===== src/rtl/oqpsk_chip_spreader_if.sv =====
// oqpsk_chip_spreader_if: FIFO read handshake and chip stream bundle.
// master is the spreader side, slave the FIFO / modulator side.
interface oqpsk_chip_spreader_if;
  logic [3:0] inData;
  logic       inEmpty;
  logic       outReadEnable;
  logic       outChip;
  logic       outI;
  logic       outQ;
  logic       outValid;
  logic       outSymbolDone;
  logic       outBusy;

  modport master (
    input  inData,
    input  inEmpty,
    output outReadEnable,
    output outChip,
    output outI,
    output outQ,
    output outValid,
    output outSymbolDone,
    output outBusy
  );

  modport slave (
    output inData,
    output inEmpty,
    input  outReadEnable,
    input  outChip,
    input  outI,
    input  outQ,
    input  outValid,
    input  outSymbolDone,
    input  outBusy
  );
endinterface


===== src/rtl/oqpsk_chip_spreader.sv =====
// oqpsk_chip_spreader: 802.15.4 2.4 GHz DSSS spreader with O-QPSK I/Q split.
// Pulls 4-bit symbols from a FIFO and streams 32 chips per symbol.
module oqpsk_chip_spreader #(
  parameter int CHIP_DIV = 4
) (
  input logic inClock,
  input logic inReset,
  oqpsk_chip_spreader_if.master bus
);
  localparam int DW = $clog2(CHIP_DIV);
  localparam logic [DW-1:0] LAST = DW'(CHIP_DIV - 1);
  localparam logic [DW-1:0] PEN = DW'(CHIP_DIV - 2);
  localparam logic [31:0] SEQ0 = 32'hD9C3522E;
  localparam logic [31:0] ODDMASK = 32'h55555555;

  typedef enum logic [2:0] {
    IDLE,
    FETCH,
    LOAD,
    SEND,
    TAIL
  } state_t;

  state_t state;
  logic [DW-1:0] divCnt;
  logic [4:0] chipIdx;
  logic [31:0] shreg;
  logic [3:0] nextSym;
  logic haveNext;
  logic rdDly;
  logic readEn;
  logic chip;
  logic iReg;
  logic qReg;
  logic valid;
  logic symDone;

  logic divEnd;
  logic nextAvail;
  logic [3:0] loadSym;
  logic [31:0] loadSeq;

  // c0 sits in the MSB; symbols 1-7 rotate by 4 chips, 8-15 flip odd chips
  function automatic logic [31:0] chipSeq(input logic [3:0] s);
    logic [5:0] sh;
    logic [31:0] r;
    sh = {1'b0, s[2:0], 2'b00};
    r = (SEQ0 >> sh) | (SEQ0 << (6'd32 - sh));
    return s[3] ? (r ^ ODDMASK) : r;
  endfunction

  always_comb begin
    divEnd = (divCnt == LAST);
    nextAvail = haveNext | rdDly;
    loadSym = haveNext ? nextSym : bus.inData;
    loadSeq = chipSeq(loadSym);
  end

  always_ff @(posedge inClock or negedge inReset) begin
    if (!inReset) begin
      state <= IDLE;
      divCnt <= '0;
      chipIdx <= '0;
      shreg <= '0;
      nextSym <= '0;
      haveNext <= 1'b0;
      rdDly <= 1'b0;
      readEn <= 1'b0;
      chip <= 1'b0;
      iReg <= 1'b0;
      qReg <= 1'b0;
      valid <= 1'b0;
      symDone <= 1'b0;
    end else begin
      readEn <= 1'b0;
      symDone <= 1'b0;
      rdDly <= readEn;
      unique case (state)
        IDLE: begin
          if (!bus.inEmpty) begin
            state <= FETCH;
            readEn <= 1'b1;
          end
        end
        FETCH: state <= LOAD;
        LOAD: begin
          state <= SEND;
          divCnt <= '0;
          chipIdx <= '0;
          chip <= loadSeq[31];
          iReg <= loadSeq[31];
          shreg <= {loadSeq[30:0], 1'b0};
          valid <= 1'b1;
        end
        SEND: begin
          if (rdDly) begin
            nextSym <= bus.inData;
            haveNext <= 1'b1;
          end
          if (chipIdx == 5'd31 && divCnt == PEN) symDone <= 1'b1;
          if (!divEnd) begin
            divCnt <= divCnt + DW'(1);
          end else begin
            divCnt <= '0;
            if (chipIdx != 5'd31) begin
              chipIdx <= chipIdx + 5'd1;
              chip <= shreg[31];
              shreg <= {shreg[30:0], 1'b0};
              if (chipIdx[0]) iReg <= shreg[31];
              else qReg <= shreg[31];
              if (chipIdx == 5'd30 && !bus.inEmpty) readEn <= 1'b1;
            end else if (nextAvail) begin
              // prefetched symbol: restart at chip 0 with no gap
              chipIdx <= '0;
              chip <= loadSeq[31];
              iReg <= loadSeq[31];
              shreg <= {loadSeq[30:0], 1'b0};
              haveNext <= 1'b0;
            end else begin
              state <= TAIL;
              chip <= 1'b0;
              iReg <= 1'b0;
              shreg <= '0;
            end
          end
        end
        TAIL: begin
          if (!divEnd) begin
            divCnt <= divCnt + DW'(1);
          end else begin
            state <= IDLE;
            divCnt <= '0;
            chipIdx <= '0;
            qReg <= 1'b0;
            valid <= 1'b0;
          end
        end
        default: state <= IDLE;
      endcase
    end
  end

  assign bus.outReadEnable = readEn;
  assign bus.outChip = chip;
  assign bus.outI = iReg;
  assign bus.outQ = qReg;
  assign bus.outValid = valid;
  assign bus.outSymbolDone = symDone;
  assign bus.outBusy = (state != IDLE);
endmodule

===== src/flat_wrapper.sv =====
// flat-port wrapper written by rule: the top's interface ports become plain ports
module oqpsk_chip_spreader_flat 
#(
  parameter int CHIP_DIV = 4
)
  (inClock, inReset, bus_inData, bus_inEmpty, bus_outReadEnable, bus_outChip, bus_outI, bus_outQ, bus_outValid, bus_outSymbolDone, bus_outBusy);
  oqpsk_chip_spreader_if bus_i ();
  input logic inClock;
  input logic inReset;
  input wire logic [$bits(bus_i.inData)-1:0] bus_inData;
  input wire logic [$bits(bus_i.inEmpty)-1:0] bus_inEmpty;
  output wire logic [$bits(bus_i.outReadEnable)-1:0] bus_outReadEnable;
  output wire logic [$bits(bus_i.outChip)-1:0] bus_outChip;
  output wire logic [$bits(bus_i.outI)-1:0] bus_outI;
  output wire logic [$bits(bus_i.outQ)-1:0] bus_outQ;
  output wire logic [$bits(bus_i.outValid)-1:0] bus_outValid;
  output wire logic [$bits(bus_i.outSymbolDone)-1:0] bus_outSymbolDone;
  output wire logic [$bits(bus_i.outBusy)-1:0] bus_outBusy;
  assign bus_i.inData = bus_inData;
  assign bus_i.inEmpty = bus_inEmpty;
  assign bus_outReadEnable = bus_i.outReadEnable;
  assign bus_outChip = bus_i.outChip;
  assign bus_outI = bus_i.outI;
  assign bus_outQ = bus_i.outQ;
  assign bus_outValid = bus_i.outValid;
  assign bus_outSymbolDone = bus_i.outSymbolDone;
  assign bus_outBusy = bus_i.outBusy;
  oqpsk_chip_spreader #(.CHIP_DIV(CHIP_DIV)) u_core (.inClock(inClock), .inReset(inReset), .bus(bus_i));
endmodule

===== config.mk =====
export PLATFORM = sky130hd
export DESIGN_NAME = oqpsk_chip_spreader_flat
export DESIGN_NICKNAME = d
export VERILOG_FILES = /design/src/rtl/oqpsk_chip_spreader_if.sv /design/src/rtl/oqpsk_chip_spreader.sv /design/src/flat_wrapper.sv
export SDC_FILE = /design/constraint.sdc
export NUM_CORES = 1
export LEC_CHECK = 0
export ABC_AREA = 1
export CAP_MARGIN = 20
export CORE_MARGIN = 3
export CORE_UTILIZATION = 68
export CTS_BUF_LIST = sky130_fd_sc_hd__clkbuf_4
export DETAILED_ROUTE_END_ITERATION = 10
export GPL_TIMING_DRIVEN = 0
export HOLD_SLACK_MARGIN = 0.06
export PLACE_DENSITY = 0.88
export SYNTH_ARGS = -nofsm -noshare
export SYNTH_HDL_FRONTEND = slang
export SYNTH_SLANG_ARGS = --single-unit

===== constraint.sdc =====
create_clock -name inClock -period 6 [get_ports inClock]
set_clock_uncertainty 0.1 [all_clocks]
set_input_delay 1.8 -clock inClock [delete_from_list [all_inputs] [get_ports inClock]]
set_output_delay 1.8 -clock inClock [all_outputs]
set_load 0.01 [all_outputs]

==> results of run 1 <==
[cell families (layout without fill, tap and decap cells)]
kind of cell | after synthesis | after routing
and+or+nand+nor | 201 | 201
AOI/OAI and AO/OA | 80 | 80
buffers and inverters | 57 | 78
DFF | 53 | 53
adders and majority gates | 15 | 15
xor gates and xnor gates | 8 | 8
[through the flow]
step | utilization (%) | cell area, um^2
floorplan | - | 3230
global placement | 76.5 | 3420
detailed placement | 76.9 | 3440
CTS | 78.5 | 3510
global route | 78.5 | 3510
finish | 78.5 | 3510
[state kept, by name, summed over array words and instances (netlist names)]
name                      cells
u_core.bus.outQ               1
u_core.divCnt                 2
u_core.nextSym                4
u_core.haveNext               1
u_core.bus.outReadEnable      1
u_core.shreg                 31
u_core.chipIdx                5
u_core.bus.outChip            1
u_core.bus.outI               1
u_core.bus.outSymbolDone      1
u_core.rdDly                  1
u_core.bus.outValid           1
u_core.state                  3
[synth_stat cells, types with 3 or more instances]
library cell / count
a21oi_1: 13
xor2_1: 8
a22oi_1: 9
nand2_1: 133
or2_2: 3
nand3_1: 28
buf_2: 4
ha_1: 15
o211ai_1: 5
o21ai_0: 29
nand2_2: 3
dfrtp_1: 53
a31oi_1: 6
o21ai_1: 7
buf_6: 5
nor2_1: 20
inv_1: 34
inv_2: 9
[critical path, cell delays in order]
cell and delay [ps]:
clkdlybuf4s50_1 390, inv_1 60, nand2_1 60, nand2_2 200, ha_1 280, inv_1 90
ha_1 280, clkbuf_2 180, inv_1 120, o21ai_0 200, nand2_1 70, nand2_1 90
nand2_1 50, o21ai_0 140, nand2_1 90, nand2_1 60
[final timing paths]
path | from | endpoint | slack [ps]
max in group asynchronous | inReset | u_core.shreg[7] | 3910
worst max-delay path | bus_inData[1] | u_core.bus.outI | 2040
worst max register to register | u_core.haveNext | u_core.bus.outI | 3310
worst min-delay path | u_core.bus.outReadEnable | u_core.rdDly | 300
worst min register to register | u_core.bus.outReadEnable | u_core.rdDly | 300
min in group asynchronous | inReset | u_core.chipIdx[1] | 1320
[routing by layer]
| metal | vias to the layer above | track usage [%] | routed length (um) |
|---|---|---|---|
| met5 | - | 0 | 0 |
| met4 | 0 | 9.49 | 125 |
| met3 | 16 | 4.14 | 497 |
| met2 | 91 | 43.8 | 3410 |
| met1 | 1346 | 44.1 | 3600 |
| li1 | 1395 | - | - |
[final cells by class]
type                            instances  area share [%]
Inverter                               45            4.95
Clock inverter                          2           0.998
Multi-Input combinational cell        304            46.6
Sequential cell                        53            37.8
Clock buffer                            5            1.07
Timing Repair Buffer                   14            4.13
Tap cell                               52            1.85
Buffer                                 12            2.64
==> results.sh, run 1 <==
export IMPL_whs_path_depth=0
export IMPL_synthArstFlopShare_pct=100
export IMPL_ys_types=38
export IMPL_post_cts_repair_setup_buffers=0
export IMPL_path_clk_slew_ps=140
export IMPL_cts_resized_gates=0
export IMPL_die_y_um=74.9
export IMPL_syn_instance_count=414
export IMPL_drv_cap=0
export IMPL_critical_path_max_fanout=9
export IMPL_grt_first_pass_wirelength_mm=12.4
export IMPL_ys_ff_latch=53
export IMPL_area_growth_pct=8.76
export IMPL_synth_top_family_by_area="simple AND/OR/NAND/NOR gates"
export IMPL_gp_congestion=0.933
export IMPL_synth_compound_area_share_pct=15.3
export IMPL_syn_nets=436
export IMPL_vias=2848
export IMPL_grt_pass1_vias=2557
export IMPL_post_synth_cell_area_avg_um2=7.80
export IMPL_hold_viol_final=0
export IMPL_clock_sinks=53
export IMPL_post_dp_hpwl_mm=5.78
export IMPL_ys_warn_count=0
export IMPL_detail_route_iter0_violations=309
export IMPL_multi_input_area_um2=1640
export IMPL_ant_nets=0
export IMPL_drc=0
export IMPL_num_rows=24
export IMPL_cp_end_kind="flip-flop"
export IMPL_critical_path_class="in -> reg"
export IMPL_grt_max_degree=28
export IMPL_hp_class="reg -> reg"
export IMPL_cp_arrival_ps=4170
export IMPL_final_seq_area_um2=1330
export IMPL_holdBufCountCts=0
export IMPL_final_cell_mix="133 x nand2_1, 53 x dfrtp_1, 34 x inv_1"
export IMPL_nets=457
export IMPL_fin_cells=487
export IMPL_cts_tree="done"
export IMPL_synth_ff_type="dfrtp_1"
export IMPL_synth_top_area_share_pct=41.1
export IMPL_synthXorXnorAreaFrac_pct=2.17
export IMPL_start_util_pct=72.2
export IMPL_synth_mux_area_share_pct=0
export IMPL_antenna_found_initial=0
export IMPL_drive_gt1_share_pct=11.5
export IMPL_wl_per_cell_um=15.7
export IMPL_overflow=0
export IMPL_cts_buffers=5
export IMPL_synth_edff_count=0
export IMPL_grt_total_usage_pct=29.4
export IMPL_fmax_ghz=0.253
export IMPL_holdWs_ps=299
export IMPL_insertion_delay_ps=370
export IMPL_port_buffers=13
export IMPL_seq_area_frac_synth_pct=41.1
export IMPL_clockBufferDepth=2
export IMPL_synthSimpleGateAreaFrac_pct=27.4
export IMPL_yosysTopAreaCell="dfrtp_1"
export IMPL_startpoint_type="input port"
export IMPL_routed_wl_mm=7.63
export IMPL_diodes=0
export IMPL_io_pins=14
export IMPL_period_share_pct=66.0
export IMPL_mostFrequentLayoutCell="nand2_1"
export IMPL_finalSetupTns_ps=0
export IMPL_status="completed"
export IMPL_reg2reg_depth=16
export IMPL_cts_max_level=2
export IMPL_slew_headroom_pct=57.5
export IMPL_die_w_um=74.9
export IMPL_rsz0062_at_grt="no"
export IMPL_place_ws_ps=1670
export IMPL_setup_viol=0
export IMPL_worst_pin_slew_ps=637
export IMPL_dr_pass1_iters=6
export IMPL_synth_area_um2=3230
export IMPL_netlist_top_cells_area="dfrtp_1 41%, nand2_1 15%, ha_1 5.8%, o21ai_0 4.5%, nand3_1 4.3%"
export IMPL_n_fill_cell=346
export IMPL_cts_root_buf="clkbuf_4"
export IMPL_dp_cells=480
export IMPL_synthAdderAreaFrac_pct=5.81
export IMPL_dieArea_um2=5610
export IMPL_min_period_ps=3960
export IMPL_setup_ws_ps=2040
export IMPL_final_max_slew_viol_count=0
export IMPL_core_um2=4470
export IMPL_required_ps=6210
export IMPL_routed_via_density=5.85
Power of run 1 is not shown: default switching activity piles up to over one toggle a cycle in this logic, so the estimate is an artifact.
==> run 2: changes to the inputs <==
--- a/config.mk
+++ b/config.mk
@@ -8,12 +8,12 @@
 export ABC_AREA = 1
 export CAP_MARGIN = 20
 export CORE_MARGIN = 3
-export CORE_UTILIZATION = 68
+export CORE_UTILIZATION = 63
 export CTS_BUF_LIST = sky130_fd_sc_hd__clkbuf_4
 export DETAILED_ROUTE_END_ITERATION = 10
 export GPL_TIMING_DRIVEN = 0
 export HOLD_SLACK_MARGIN = 0.06
-export PLACE_DENSITY = 0.88
+export PLACE_DENSITY = 0.82
 export SYNTH_ARGS = -nofsm -noshare
 export SYNTH_HDL_FRONTEND = slang
 export SYNTH_SLANG_ARGS = --single-unit
==> constraint.sdc (replaced) <==
create_clock -name inClock -period 3.65 [get_ports inClock]
set_clock_uncertainty 0.1 [all_clocks]
set_input_delay 1.095 -clock inClock [delete_from_list [all_inputs] [get_ports inClock]]
set_output_delay 1.095 -clock inClock [all_outputs]
set_load 0.01 [all_outputs]
==> run 2 against run 1 <==
Against the previous run:
- sequential share of layout area shrank 0.20 points
- sequential cell count did not move
- die area is 7.3% higher
- clock-buffer cell count unchanged
- cell count up 3.1%
- register-to-register slack got worse by 2400 ps
- critical path depth up 1
- worst setup slack got worse by 1700 ps
- via count up 0.32%
==> results.sh, run 2 (same netlist as run 1, synthesis figures left out) <==
export IMPL_hold_viol_final=0
export IMPL_port_buffers=13
export IMPL_clock_sinks=53
export IMPL_cp_top_family="buffers and inverters"
export IMPL_drt_met1_wl_mm=3.56
export IMPL_slew_headroom_pct=62.4
export IMPL_final_seq_area_um2=1330
export IMPL_rsz0062_at_grt="no"
export IMPL_cts_max_level=2
export IMPL_grt_pass1_vias=2617
export IMPL_period_share_pct=89.7
export IMPL_critical_path_max_fanout=9
export IMPL_dp_cells=495
export IMPL_startpoint_type="input port"
export IMPL_ant_nets=0
export IMPL_grt_first_pass_wirelength_mm=12.6
export IMPL_nets=457
export IMPL_start_util_pct=66.6
export IMPL_cts_resized_gates=0
export IMPL_vias=2857
export IMPL_reg_largest_list="u_core.shreg (31), u_core.chipIdx (5), u_core.nextSym (4)"
export IMPL_detail_route_iter0_violations=241
export IMPL_core_um2=4850
export IMPL_final_cell_mix="133 x nand2_1, 53 x dfrtp_1, 34 x inv_1"
export IMPL_n_fill_cell=396
export IMPL_post_dp_hpwl_mm=5.66
export IMPL_antenna_found_initial=0
export IMPL_status="completed"
export IMPL_fmax_ghz=0.306
export IMPL_hp_class="reg -> reg"
export IMPL_holdBufCountCts=0
export IMPL_num_rows=25
export IMPL_drv_cap=0
export IMPL_post_cts_repair_setup_buffers=0
export IMPL_dieArea_um2=6020
export IMPL_holdWs_ps=289
export IMPL_wl_per_cell_um=14.9
export IMPL_fin_cells=502
export IMPL_drc=0
export IMPL_stdcell_area_um2=3530
export IMPL_critical_path_class="in -> reg"
export IMPL_overflow=0
export IMPL_dpl_cell_area_um2=3460
export IMPL_area_growth_pct=9.34
export IMPL_multi_input_area_um2=1640
export IMPL_crit_path_cell_trace="clkdlybuf4s50_1, inv_1, nand2_1, nand2_2, ha_1, inv_1, ha_1, clkbuf_2, inv_1, nand2_1, o21ai_0, nand2_1, nand2_1, nand2_1, o21ai_0, nand2_1, nand2_1"
export IMPL_routed_via_density=5.69
export IMPL_required_ps=3880
export IMPL_dr_pass1_iters=5
export IMPL_wl_met2_mm=3.41
export IMPL_highest_layer="met4"
export IMPL_mostFrequentLayoutCell="nand2_1"
export IMPL_die_y_um=77.6
export IMPL_gp_congestion=0.958
export IMPL_final_max_slew_viol_count=0
export IMPL_wl_met3_um=439
export IMPL_crit_top_cell="nand2_1"
export IMPL_cts_buffers=5
export IMPL_min_period_ps=3270
export IMPL_largest_reg_flops=31
export IMPL_die_w_um=77.6
export IMPL_cp_slowest_stage_delay_ps=390
export IMPL_grt_total_usage_pct=26.7
export IMPL_slowest_stage="clkdlybuf4s50_1"
export IMPL_fin_util_pct=72.8
export IMPL_diodes=0
export IMPL_io_pins=14
export IMPL_top_register="u_core.shreg"
export IMPL_routed_wl_mm=7.49
export IMPL_cts_tree="done"
export IMPL_worst_pin_slew_ps=564
export IMPL_clockBufferDepth=2
export IMPL_crit_buf_inv=5
export IMPL_path_clk_slew_ps=150
export IMPL_insertion_delay_ps=370
export IMPL_cp_end_kind="flip-flop"
export IMPL_grt_max_degree=33
export IMPL_cp_arrival_ps=3500
export IMPL_drive_gt1_share_pct=11.5
export IMPL_setup_viol=0
export IMPL_cts_root_buf="clkbuf_4"
==> run 2: cell counts in the layout (fill, tap and decap cells not counted) <==
No cell type changed its count.
==> run 2: final cells by class <==
type                       instances  share of cell area, %
tap                               67                   2.37
timing repair buffer              14                   4.11
inverter                          45                   4.93
clock buffer                       5                   1.06
sequential                        53                   37.6
multi-input combinational        304                   46.4
buffer                            12                   2.62
clock inverter                     2                  0.992
==> run 2: final timing paths <==
kind                                          startpoint                        to  cells past startpoint  slack [ps]
max in group asynchronous                        inReset          u_core.shreg[23]                      2        2340
worst max-delay path                       bus_inData[1]        u_core.bus.outChip                     17         380
worst min-delay path            u_core.bus.outReadEnable              u_core.rdDly                      0         290
worst max register to register           u_core.haveNext        u_core.bus.outChip                     17         920
worst min register to register  u_core.bus.outReadEnable              u_core.rdDly                      0         290
min in group asynchronous                        inReset  u_core.bus.outSymbolDone                      1         570
==> run 2: per-stage QoR <==
stage,setup slack [ps],TNS (ps)
floorplan,739,0
global placement,-143,-7420
detailed placement,7.23,0
CTS,386,0
global route,168,0
finish,377,0
==> run 2: metal layers <==
metal	global-route usage [%]	vias up
met4	5.87	0
met2	41.8	98
met5	0	-
li1	-	1398
met1	39.4	1353
met3	3.83	8
Power of run 2 is left out for the same reason.
